**src/rtl/dac_pkg.sv**
```systemverilog
// Shared types and defaults for the DAC update scheduler.
package dac_pkg;

   typedef enum logic [1:0] {IDLE, WAIT, HOLD} dac_sched_state_t;

   localparam int DAC_CODE_W_DEFAULT = 8;

   // Round-robin pointer advance: the source after the winner, wrapping at n.
   function automatic int rr_next(input int w, input int n);
      return (w + 1) % n;
   endfunction

endpackage

```
**src/rtl/dac_update_sched_if.sv**
```systemverilog
// Producer-side handshake bundle: per-source valid/code in, one-hot ready out.
interface dac_update_sched_if #(
   parameter int NUM_SRC = 4,
   parameter int CODE_W  = dac_pkg::DAC_CODE_W_DEFAULT
);
   logic [NUM_SRC-1:0]        src_valid;
   logic [NUM_SRC*CODE_W-1:0] src_code;
   logic [NUM_SRC-1:0]        src_ready;

   modport master (output src_valid, src_code, input  src_ready);
   modport slave  (input  src_valid, src_code, output src_ready);
endinterface

```
**src/rtl/dac_rr_arbiter.sv**
```systemverilog
// Combinational round-robin arbiter: first requester at or above ptr, else lowest requester.
module dac_rr_arbiter #(
   parameter int NUM_SRC = 4
) (
   input  logic [NUM_SRC-1:0]         req,
   input  logic [$clog2(NUM_SRC)-1:0] ptr,
   output logic [NUM_SRC-1:0]         gnt,
   output logic [$clog2(NUM_SRC)-1:0] winner,
   output logic                       any
);
   import dac_pkg::*;

   localparam int IW = $clog2(NUM_SRC);

   logic [IW-1:0] hi_idx, lo_idx;
   logic          hi_any, lo_any;

   // Scan downward so the lowest qualifying index is the last one written.
   always_comb begin
      hi_idx = '0;
      lo_idx = '0;
      hi_any = 1'b0;
      lo_any = 1'b0;
      for (int i = NUM_SRC - 1; i >= 0; i--) begin
         if (req[i]) begin
            lo_idx = IW'(i);
            lo_any = 1'b1;
            if (i >= int'(ptr)) begin
               hi_idx = IW'(i);
               hi_any = 1'b1;
            end
         end
      end
   end

   assign any    = hi_any | lo_any;
   assign winner = hi_any ? hi_idx : lo_idx;

   always_comb begin
      gnt = '0;
      for (int i = 0; i < NUM_SRC; i++) begin
         gnt[i] = any && (winner == IW'(i));
      end
   end

endmodule

```
**src/rtl/dac_update_sched.sv**
```systemverilog
// Round-robin scheduler feeding one PWM DAC; accepted codes reach dac_code only at period boundaries.
// Build option DAC_ZERO_IDLE_EN: clear dac_code at every boundary spent idle.
//
// state | meaning
// IDLE  | arbitrating; accepts at most one code per visit
// WAIT  | code latched in pend, waiting for the next period boundary
// HOLD  | code applied, held for HOLD_PERIODS whole periods
module dac_update_sched #(
   parameter int NUM_SRC      = 4,
   parameter int CODE_W       = dac_pkg::DAC_CODE_W_DEFAULT,
   parameter int HOLD_PERIODS = 1
) (
   input  logic                       clk,
   input  logic                       rst_n,
   dac_update_sched_if.slave          src,
   output logic [CODE_W-1:0]          dac_code,
   output logic                       period_start,
   output logic [$clog2(NUM_SRC)-1:0] grant_id,
   output logic                       busy
);
   import dac_pkg::*;

   localparam int IW   = $clog2(NUM_SRC);
   localparam int HC_W = (HOLD_PERIODS > 1) ? $clog2(HOLD_PERIODS) : 1;

`ifdef DAC_ZERO_IDLE_EN
   localparam bit ZERO_IDLE = 1'b1;
`else
   localparam bit ZERO_IDLE = 1'b0;
`endif

   dac_sched_state_t state, state_nxt;

   logic [CODE_W-1:0]  ctr;
   logic [CODE_W-1:0]  pend;
   logic [CODE_W-1:0]  code_sel;
   logic [IW-1:0]      rr_ptr;
   logic [HC_W-1:0]    hold_cnt;
   logic [NUM_SRC-1:0] arb_gnt;
   logic [NUM_SRC-1:0] ready;
   logic [IW-1:0]      arb_winner;
   logic               arb_any;
   logic               boundary;
   logic               xfer;
   logic               apply;

   assign boundary     = (ctr == {CODE_W{1'b1}});
   assign period_start = (ctr == '0);
   assign busy         = (state != IDLE);
   assign src.src_ready = ready;

   dac_rr_arbiter #(.NUM_SRC(NUM_SRC)) u_arb (
      .req    (src.src_valid),
      .ptr    (rr_ptr),
      .gnt    (arb_gnt),
      .winner (arb_winner),
      .any    (arb_any)
   );

   always_comb begin
      code_sel = '0;
      for (int i = 0; i < NUM_SRC; i++) begin
         if (arb_gnt[i]) code_sel = src.src_code[i*CODE_W +: CODE_W];
      end
   end

   always_ff @(posedge clk or negedge rst_n) begin
      if (!rst_n) state <= IDLE;
      else        state <= state_nxt;
   end

   // Ready is gated by rst_n so producers never see an accept while reset is held.
   always_comb begin
      state_nxt = state;
      ready     = '0;
      xfer      = 1'b0;
      apply     = 1'b0;
      case (state)
         IDLE: begin
            if (rst_n) ready = arb_gnt;
            xfer = rst_n && arb_any;
            if (xfer) state_nxt = WAIT;
         end
         WAIT: begin
            if (boundary) begin
               apply     = 1'b1;
               state_nxt = HOLD;
            end
         end
         HOLD: begin
            if (boundary && hold_cnt == '0) state_nxt = IDLE;
         end
         default: state_nxt = IDLE;
      endcase
   end

   always_ff @(posedge clk or negedge rst_n) begin
      if (!rst_n) begin
         ctr      <= '0;
         dac_code <= '0;
         grant_id <= '0;
         rr_ptr   <= '0;
         pend     <= '0;
         hold_cnt <= '0;
      end else begin
         ctr <= ctr + 1'b1;
         if (xfer) begin
            pend     <= code_sel;
            grant_id <= arb_winner;
            rr_ptr   <= IW'(rr_next(int'(arb_winner), NUM_SRC));
         end
         if (apply) begin
            dac_code <= pend;
            hold_cnt <= HC_W'(HOLD_PERIODS - 1);
         end else if (state == HOLD && boundary && hold_cnt != '0) begin
            hold_cnt <= hold_cnt - 1'b1;
         end
         if (ZERO_IDLE && state == IDLE && boundary && !xfer) dac_code <= '0;
      end
   end

endmodule
```
**src/flat_wrapper.sv**
```systemverilog
// flat-port wrapper written by rule: the top's interface ports become plain ports
module dac_update_sched_flat import dac_pkg::*;
#(
   parameter int NUM_SRC      = 4,
   parameter int CODE_W       = dac_pkg::DAC_CODE_W_DEFAULT,
   parameter int HOLD_PERIODS = 1
)
  (clk, rst_n, dac_code, period_start, grant_id, busy, src_src_valid, src_src_code, src_src_ready);
  dac_update_sched_if #(.NUM_SRC(NUM_SRC), .CODE_W(CODE_W)) src_i ();
  input  logic clk;
  input  logic rst_n;
  output logic [CODE_W-1:0] dac_code;
  output logic period_start;
  output logic [$clog2(NUM_SRC)-1:0] grant_id;
  output logic busy;
  input wire logic [$bits(src_i.src_valid)-1:0] src_src_valid;
  input wire logic [$bits(src_i.src_code)-1:0] src_src_code;
  output wire logic [$bits(src_i.src_ready)-1:0] src_src_ready;
  assign src_i.src_valid = src_src_valid;
  assign src_i.src_code = src_src_code;
  assign src_src_ready = src_i.src_ready;
  dac_update_sched #(.NUM_SRC(NUM_SRC), .CODE_W(CODE_W), .HOLD_PERIODS(HOLD_PERIODS)) u_core (.clk(clk), .rst_n(rst_n), .src(src_i), .dac_code(dac_code), .period_start(period_start), .grant_id(grant_id), .busy(busy));
endmodule
```
**config.mk**
```make
export PLATFORM = sky130hd
export DESIGN_NAME = dac_update_sched_flat
export DESIGN_NICKNAME = d
export VERILOG_FILES = /design/src/rtl/dac_pkg.sv /design/src/rtl/dac_update_sched_if.sv /design/src/rtl/dac_rr_arbiter.sv /design/src/rtl/dac_update_sched.sv /design/src/flat_wrapper.sv
export SDC_FILE = /design/constraint.sdc
export NUM_CORES = 1
export LEC_CHECK = 0
export CAP_MARGIN = 25
export CORE_UTILIZATION = 42
export CTS_CLUSTER_SIZE = 25
export DETAILED_ROUTE_END_ITERATION = 8
export PLACE_DENSITY_LB_ADDON = 0.05
export SLEW_MARGIN = 20
export SYNTH_ARGS = -nofsm -noshare
export SYNTH_HDL_FRONTEND = slang
export SYNTH_HIERARCHICAL = 1
export SYNTH_SLANG_ARGS = --single-unit
```
**constraint.sdc**
```tcl
create_clock -name clk -period 2 [get_ports clk]
set_clock_uncertainty 0.2 [all_clocks]
set_input_delay 0.3 -clock clk [delete_from_list [all_inputs] [get_ports clk]]
set_output_delay 0.3 -clock clk [all_outputs]
set_load 0.1 [all_outputs]
```
==> out/metrics.yaml <==
final_area_um2: 3170
cts_tree: "built"
hold_class: "in2async"
max_cap_violations: 0
fin_ws_ns: -0.257
clk-insertion-delay-late_ns: 0.28
ios: 54
dieArea_um2: 4430
crit_fanout: 2
clk_pin_slew_ns: 0.07
drive_above_1_share: 0.423
cts.sink_count: 31
r2r_start: "u_core/ctr[0]"
crit_family: "simple AND/OR/NAND/NOR gates"
clock-root-buffer: "clkbuf_8"
rsz0062_at_grt: "yes"
antenna_found_initial: 0
crit_type: "reg2out"
critPathMaxStageDelay_ns: 0.46
setup-tns-final_ns: -0.484
dp_hpwl_um: 3290
grt-busiest-layer: "met2"
clock_path_buffers: 2
utilization: 0.793
hold_viol_final: 0
arrival_ns: 1.76
io_buffer_count: 53
crit_path_top_delay_cell: "or4b_4"
h-tree-depth: 2
vias_per_cell: 5.11
drcViolationCount: 1
ys.flop_type: "dfrtp_1"
p_leak_uw: 0.00139
startpoint_type: "flip-flop"
core_um2: 4000
p_per_area_nw_per_um2: 513
n_antenna_cell: 0
relSlewSlack: 0.804
ant_nets: 0
die_w_um: 66.5
drt_first_pass_iters: 5
endpoint_kind: "output pin"
die_y_um: 66.5
finalCritPeriodShare: 1.13
wire_per_inst_um: 14.1
num_rows: 23
violations: "DRC, setup timing"
grtUsageMet1: 0.264
synth_edf_count: 0
routed_wirelength_um: 4680
ys_types: 42
drt_iter0_markers: 74
synthesis.nets: 218
syn_area_per_cell_um2: 9.83
track_usage: 0.231
gp_congestion: 0.772
layout_commonest_cell: "buf_4"
vias: 1692
max_clock_freq_ghz: 0.443
syn2layout_area_growth_pct: 81.4
ys_ff_latch: 31
ys_seq_area_frac: 0.443
layout_common_cells: "buf_4, clkdlybuf4s50_1, dfrtp_1, buf_12, buf_6"
grt_max_degree: 24
fin_crit_ns: 2.26
run_status: "finished, violations left"
cts_inserted_buffers: 5
grt_pass1_vias: 1685
placed_cell_area_um2: 2690
final_max_slew_viol_count: 0
worst_ep_required_time_ns: 1.50
synth-async-reset-ratio: 1.00
syn-cell-area_um2: 1750
use_met2: 0.388
setup-violations-final: 6
initial_core_util: 0.437
grt_util_met3: 0.0771
syn_inst: 178
crit_start: "u_core/ctr[0]"
grt_pass1_wl_um: 7510
worstMarginPinSlew_ns: 0.294
peakVddDrop_mv: 0.361
overflow: 0
final_nets: 320
cp_cell_sequence: "inv_2 -> ha_4 -> or4b_4 -> nor4_4 -> buf_12"
crit_buf_inv: 2
yosys_warnings: 6
==> final timing paths <==
check	cells after the start	end	slack, ns
worst max-delay path	5	period_start	-0.26
worst min-delay path	2	u_core/ctr[7]	0.07
worst max register to register	14	u_core/ctr[0]	-0.09
worst min register to register	1	u_core/dac_code[5]	0.31
max in group asynchronous	3	u_core/rr_ptr[1]	0.91
min in group clk	1	u_core/dac_code[5]	0.31
==> cell usage after synthesis (2+ instances only) <==
| cell type | count | area share |
|---|---|---|
| buf_6 | 2 | 0.013 |
| and2_1 | 4 | 0.014 |
| o21a_1 | 2 | 0.0086 |
| clkbuf_1 | 3 | 0.0064 |
| ha_1 | 2 | 0.014 |
| nand2_1 | 13 | 0.028 |
| a221o_1 | 8 | 0.046 |
| xnor2_1 | 6 | 0.030 |
| a211oi_2 | 2 | 0.014 |
| o21ai_0 | 3 | 0.0086 |
| nand3_1 | 4 | 0.011 |
| a21oi_1 | 15 | 0.043 |
| dfrtp_1 | 31 | 0.44 |
| buf_2 | 5 | 0.014 |
| nand3b_1 | 8 | 0.034 |
| mux2_2 | 10 | 0.064 |
| nor2_1 | 12 | 0.026 |
| inv_1 | 13 | 0.028 |
| nand2b_1 | 4 | 0.014 |
| nor3_1 | 2 | 0.0057 |
| a31oi_1 | 8 | 0.029 |
==> where the power goes <==
| group | switching [µW] | internal (µW) |
|---|---|---|
| clock | 224 | 402 |
| combinational | 143 | 194 |
| sequential | 18.7 | 647 |
==> repair_timing <==
item,CTS,global route
hold buffers,1,0
gates cloned,0,2
pin swaps,8,18
endpoints found under the hold margin,8,0
setup buffers,22,4
resized for setup,24,25
endpoints found under the setup margin,17,24
==> through the flow <==
| step | power, µW | hold slack (ns) | setup WS (ns) | instances |
|---|---|---|---|---|
| finish | 1630 | 0.0666 | -0.257 | 331 |
| global route | 1710 | 0.0853 | -0.316 | 331 |
| CTS | 1620 | 0.0545 | -0.257 | 325 |
| detailed placement | 955 | 0.259 | -0.416 | 294 |
| global placement | 946 | 0.230 | -0.336 | 294 |
| floorplan | 815 | -0.196 | -0.655 | 178 |
==> metal layers <==
| layer | routed length (µm) | vias to the layer above |
|---|---|---|
| li1 | - | 837 |
| met2 | 2410 | 51 |
| met1 | 1950 | 800 |
| met3 | 286 | 4 |
| met5 | 0 | - |
| met4 | 32 | 0 |
==> flip-flops by register name, summed over array words and instances, names as in the netlist <==
| signal | flops |
|---|---|
| u_core/hold_cnt | 1 |
| u_core/grant_id | 2 |
| u_core/pend | 8 |
| u_core/dac_code | 8 |
| u_core/ctr | 8 |
| u_core/state | 2 |
| u_core/rr_ptr | 2 |
==> kinds of logic (layout without fill, tap and decap cells) <==
logic type	count (synthesis)	count (layout)	synth area share
simple gates	59	59	0.200
compound gates	45	45	0.180
flops	31	31	0.443
buf+inv	24	127	0.0637
mux	10	10	0.0644
xor+xnor	7	7	0.0351
fa+ha+maj	2	2	0.0143
==> layout make-up <==
class                           instances  area [µm²]
Timing Repair Buffer                  106        1190
Multi-Input combinational cell        123         976
Fill cell                             247         827
Sequential cell                        31         781
Clock buffer                            6        82.6
Tap cell                               50        62.6
Inverter                               13        48.8
Clock inverter                          2        35.0
(Power assumes the default switching activity.)
==> RTL edit 1: new RTL, config.mk and constraints unchanged <==
Set the package constant `DAC_CODE_W_DEFAULT` to 9 (it was 8).
--- a/src/rtl/dac_pkg.sv
+++ b/src/rtl/dac_pkg.sv
@@ -4,5 +4,5 @@
    typedef enum logic [1:0] {IDLE, WAIT, HOLD} dac_sched_state_t;
 
-   localparam int DAC_CODE_W_DEFAULT = 8;
+   localparam int DAC_CODE_W_DEFAULT = 9;
 
    // Round-robin pointer advance: the source after the winner, wrapping at n.
Ports: changed (resized dac_code and src_src_code); port bits go from 54 to 59. The function was not compared with the original's and may differ.
==> RTL edit 1 against the unedited design <==
  * The flow finishes with violations (setup timing)
  * Critical path depth increased by 1
  * Cell count increased by 3.3%
  * Setup slack improved by 0.075 ns
  * Cell area increased by 5.4%
  * Sequential cell count increased by 3
  * Via count increased by 7.6%
  * Count of clock-buffer cells in the layout decreased by 1
  * Sequential share of layout area increased by 0.95 points
  * Synthesized area increased by 8.9%
  * Wire length increased by 15%
Power is not compared: it rests on default switching activity, and its combinational part moved more than twofold at a synthesized area within 25%.
==> RTL edit 1: results (changes against the unedited design) <==
* Post-DP Area at 2850 sq um (+6.0%)
* GR Util All Layers at 23.3% (+0.23 points)
* Main area contributors after synthesis: dfrtp_1 45%, mux2_2 6.5%, nand2_1 4.5%
* Global-route wire length before repair at 8940 microns (+19%)
* Synth top cells by count: 34 x dfrtp_1, 23 x nand2_1, 16 x inv_1
* Global placer's final weighted congestion at 0.742 (-3.9%)
* YS warnings at 6 (unchanged)
* Worst hold path class: primary input to async pin
* Pre-CTS setup slack at -0.392 ns (+0.0236 ns)
* Number of distinct library cells after synthesis at 41 (-2.4%)
* Met2 GRT Util at 39.6% (+0.81 points)
* Vias in the first global route at 1924 (+14%)
* Worst-Skew Late Latency at 0.28 ns (about the same)
* Async set or reset register ratio after synthesis at 100% (unchanged)
* Largest registers: u_core/ctr (9), u_core/dac_code (9), u_core/pend (9)
* Pleak at 1.47 nW
* Met3 track demand over resource at 4.94% (-2.8 points)
* Vias at 1821 (+7.6%)
* Max_slew headroom at 69.5% (-11 points)
* CP max stage delay at 0.45 ns
* Clock Tree Root: clkbuf_8
* CP top delay family: flip-flops
* Post-Synthesis Net Count at 237 (+8.7%)
* Share of cells above drive strength 1 at 41.4% (-0.97 points)
* Layout Nets at 334 (+4.4%)
* VDD IR-drop max at 0.542 mV
* Largest net degree at the start of global routing at 23 (-4.2%)
* Outcome: complete, but fails checks
* Final setup viols at 15 (+9)
* Fillers at 270 (+9.3%)
* H-tree depth at 2 (unchanged)
* I/O Buffers at 58 (+9.4%)
* Number of iterations in the first detailed-routing pass at 5 (unchanged)
* Clock slew at reported path FFs at 0.07 ns (about the same)
* Hpwl dp at 3640 microns (+11%)
* 1st-iter DRT viols at 119 (+61%)
* Cts bufs inserted at 5 (unchanged)
* Critical Path AT at 1.68 ns (-0.08 ns)
* Failing checks: setup timing
* Initial antenna violation count at 0 (unchanged)
* Slowest CP cell: dfrtp_2
* CP max FO at 6 (+4)
* Final WS setup at -0.181 ns (+0.0752 ns)
* Register area share after synthesis at 44.6% (+0.30 points)
* N_diodes at 0 (unchanged)
* Deepest clock path buffer count at 2 (unchanged)
* Global Route met1 Usage at 29.6% (+3.1 points)
* Routed WL at 5400 microns (+15%)
RTL edit 1: what timing repair did:
item	CTS	global route
setup buffers	22	5
hold endpoints to repair	34	0
pin swaps	12	22
cloned	1	0
resized for setup	34	21
hold buffers	1	0
endpoints found under the setup margin	25	25
RTL edit 1: area by class of cell:
cell class	instances	share of cell area, %
inverter	16	1.87
multi-input combinational	129	31.9
clock buffer	5	2.06
tap	52	1.95
timing repair buffer	103	34.6
sequential	34	25.6
clock inverter	3	2.06
RTL edit 1: path summary, 6_finish.rpt:
path / startpoint / to / slack [ns] / cells after the start
hold / removal: rst_n / u_core/pend[2] / 0.19 / 2
setup / recovery: u_core/rr_ptr[0] / src_src_ready[2] / -0.18 / 6
setup reg to reg: u_core/ctr[0] / u_core/dac_code[5] / -0.05 / 9
min in group clk: u_core/ctr[7] / u_core/ctr[7] / 0.31 / 1
max in group asynchronous: rst_n / u_core/ctr[5] / 0.91 / 3
hold reg to reg: u_core/ctr[7] / u_core/ctr[7] / 0.31 / 1
RTL edit 1: cell families (layout without fill, tap and decap cells):
| family | count (synthesis) | after routing | share of synthesized area (%) |
|---|---|---|---|
| compound gates | 46 | 46 | 17.7 |
| buf+inv | 29 | 127 | 8.34 |
| fa+ha+maj | 3 | 3 | 1.97 |
| mux | 12 | 12 | 7.03 |
| flops | 34 | 34 | 44.6 |
| simple gates | 60 | 60 | 16.6 |
| xor+xnor | 8 | 8 | 3.68 |
RTL edit 1: routing by layer:
layer | vias to the layer above | share of wire [%]
met2 | 54 | 52
met1 | 892 | 44
met5 | - | 0
met4 | 0 | 0.52
li1 | 871 | -
met3 | 4 | 3.8
RTL edit 1: power breakdown:
part,internal (mW),switching [mW]
Combinational,0.731,0.714
Sequential,0.827,0.136
Clock,0.499,0.254
RTL edit 1: through the flow:
step / setup TNS, ns / utilization [%] / instances
2_1_floorplan: -0.0342 / - / 192
3_5_place_dp: -5.94 / 65.4 / 310
6_report: -1.02 / 76.8 / 342
5_1_grt: -2.56 / 76.8 / 342
3_3_place_gp: -5.02 / 65.4 / 310
4_1_cts: -0.953 / 75.4 / 341
==> RTL edit 2: new RTL, same settings <==
Without the edit above. Encoding of `dac_sched_state_t`: now one-hot (3 bits for 3 states).
--- a/src/rtl/dac_pkg.sv
+++ b/src/rtl/dac_pkg.sv
@@ -2,5 +2,5 @@
 package dac_pkg;
 
-   typedef enum logic [1:0] {IDLE, WAIT, HOLD} dac_sched_state_t;
+   typedef enum logic [2:0] {IDLE = 3'b001, WAIT = 3'b010, HOLD = 3'b100} dac_sched_state_t;
 
    localparam int DAC_CODE_W_DEFAULT = 8;
Behaviour: no difference found for any inputs over 10 cycles, from zero or initial values and one cycle with rst_n low; not proved beyond that.
==> RTL edit 2 against the unedited design <==
  * The run ends with setup timing left
  * Wire length fell by 0.64%
  * Non-clock buffer count shrank 18
  * Worst hold slack improved by 0.19 ns
  * First-iteration DRC count increased by 50%
  * Cell area shrank 3.8%
  * Sequential share of layout area increased by 1.8 points
  * Synthesized area up 4.9%
  * Sequential cell count rose by 1
  * Setup slack worse by 0.021 ns
  * Cell count shrank 3.3%
Power is not compared: it rests on default switching activity, and its combinational part moved more than twofold at a synthesized area within 25%.
==> RTL edit 2: results (changes against the unedited design) <==
* H-tree depth at 2 (unchanged)
* Largest registers: u_core/ctr (8), u_core/dac_code (8), u_core/pend (8)
* Max-slew violation count at 0 (unchanged)
* I/O Buffers at 53 (unchanged)
* Initial antenna violation count at 0 (unchanged)
* Synth top area share at 42.3% (-2.1 points)
* Setup TNS at -0.924 ns (-0.439 ns)
* GR Util All Layers at 22.0% (-1.1 points)
* Synth top cells by count: 31 x dfrtp_1, 26 x a21oi_1, 14 x inv_1
* Global placer's final weighted congestion at 0.822 (+6.4%)
* Final WS setup at -0.278 ns (-0.0213 ns)
* Vias in the first global route at 1611 (-4.4%)
* Prevailing post-synth register cell: dfrtp_1
* Hpwl dp at 3310 microns (+0.62%)
* N_diodes at 0 (unchanged)
* Number of distinct library cells after synthesis at 46 (+9.5%)
* Worst-Skew Late Latency at 0.29 ns
* Final setup viols at 13 (+7)
* Number of iterations in the first detailed-routing pass at 4 (-1)
* Pleak at 1.31 nW
* Setup bufs post-CTS at 7 (-68%)
* Worst hold path class: primary input to async pin
* Worst Reg-to-Reg Cells at 8 (-6)
* Vias at 1721 (+1.7%)
* CP max FO at 2 (unchanged)
* Largest net degree at the start of global routing at 33 (+38%)
* Outcome: complete, but fails checks
* Deepest clock path buffer count at 2 (unchanged)
* Async set or reset register ratio after synthesis at 100% (unchanged)
* Post-Synthesis Net Count at 226 (+3.7%)
* 1st-iter DRT viols at 111 (+50%)
* VDD IR-drop max at 0.518 mV
* YS warnings at 6 (unchanged)
* Worst slew pin tran at 0.418 ns (+0.124 ns)
* Global-route wire length before repair at 7430 microns (-1.0%)
* Cells resized by post-CTS repair at 30 (+25%)
* Failing checks: setup timing
* Routed WL at 4650 microns (-0.64%)
* Cts bufs inserted at 5 (unchanged)
* Clock slew at reported path FFs at 0.06 ns
* Share of cells above drive strength 1 at 39.3% (-3.1 points)
* Main area contributors after synthesis: dfrtp_1 42%, a21oi_1 7.1%, mux2_2 6.1%
* Critical Path AT at 1.78 ns (+0.02 ns)
* Layout Nets at 309 (-3.4%)
* Fillers at 281 (+14%)
* Register area share after synthesis at 43.7% (-0.65 points)
* Clock Tree Root: clkbuf_8
## RTL edit 2: changes by cell type in the layout (fill, tap and decap cells not counted), moves of 2 or more
cell,before,now
dfrtp_1,27,29
a21oi_1,10,19
a21oi_2,4,7
nand2b_1,4,1
buf_12,18,16
dfrtp_2,4,2
buf_4,33,24
buf_6,16,11
o21ai_0,2,0
nor2_1,12,4
clkbuf_1,0,2
## RTL edit 2: routing by layer
layer / routed length (microns) / track usage, %
met2: 2190 / 33.5
met1: 2210 / 30.3
met4: 78 / 8.33
met5: 0 / 0
met3: 178 / 4.67
## RTL edit 2: power by group
part | leakage [nW] | switching [mW] | internal (mW)
Sequential | 0.396 | 0.138 | 0.805
Clock | 0.0455 | 0.222 | 0.280
Combinational | 0.869 | 0.938 | 0.834
Total | 1.31 | 1.30 | 1.92
## RTL edit 2: layout make-up
cell class / instances / area, sq um / share of cell area [%]
clock buffers: 8 / 90.1 / 2.95
inverters: 14 / 55.1 / 1.80
multi-input cells: 128 / 1050 / 34.4
flip-flops and latches: 32 / 805 / 26.4
well taps: 50 / 62.6 / 2.05
repair buffers: 88 / 990 / 32.4
## RTL edit 2: kinds of logic (layout without fill, tap and decap cells)
| kind of cell | Yosys count | count (layout) | synth area share [%] |
|---|---|---|---|
| muxes | 11 | 11 | 6.68 |
| and+or+nand+nor | 52 | 52 | 18.3 |
| DFF | 32 | 32 | 43.7 |
| adders and majority gates | 2 | 2 | 1.36 |
| xor gates and xnor gates | 7 | 7 | 3.34 |
| buffers and inverters | 26 | 110 | 6.20 |
| AOI/OAI and AO/OA | 56 | 56 | 20.4 |
## RTL edit 2: worst max-delay path, stage by stage, from the launching register on
cell	delay [ns]
dfrtp_1	0.39
inv_2	0.09
ha_4	0.13
or4b_4	0.46
nor4_4	0.19
buf_12	0.21
## RTL edit 2: metrics by stage
stage	power, mW	cells	setup WS [ns]	instance area (sq um)
floorplan	1.89	186	-0.655	1880
global placement	2.39	301	-0.312	2760
detailed placement	2.44	301	-0.359	2760
CTS	3.09	315	-0.252	2950
global route	3.38	320	-0.351	3050
finish	3.22	320	-0.278	3050
## RTL edit 2: path summary, 6_finish.rpt
check                                 startpoint                 end  slack [ns]
max in group asynchronous                  rst_n     u_core/state[0]        1.03
worst max-delay path               u_core/ctr[0]        period_start       -0.28
worst max register to register  u_core/rr_ptr[1]      u_core/pend[3]       -0.06
worst min register to register    u_core/pend[4]  u_core/dac_code[4]        0.30
worst min-delay path                       rst_n  u_core/dac_code[3]        0.26
min in group clk                  u_core/pend[4]  u_core/dac_code[4]        0.30
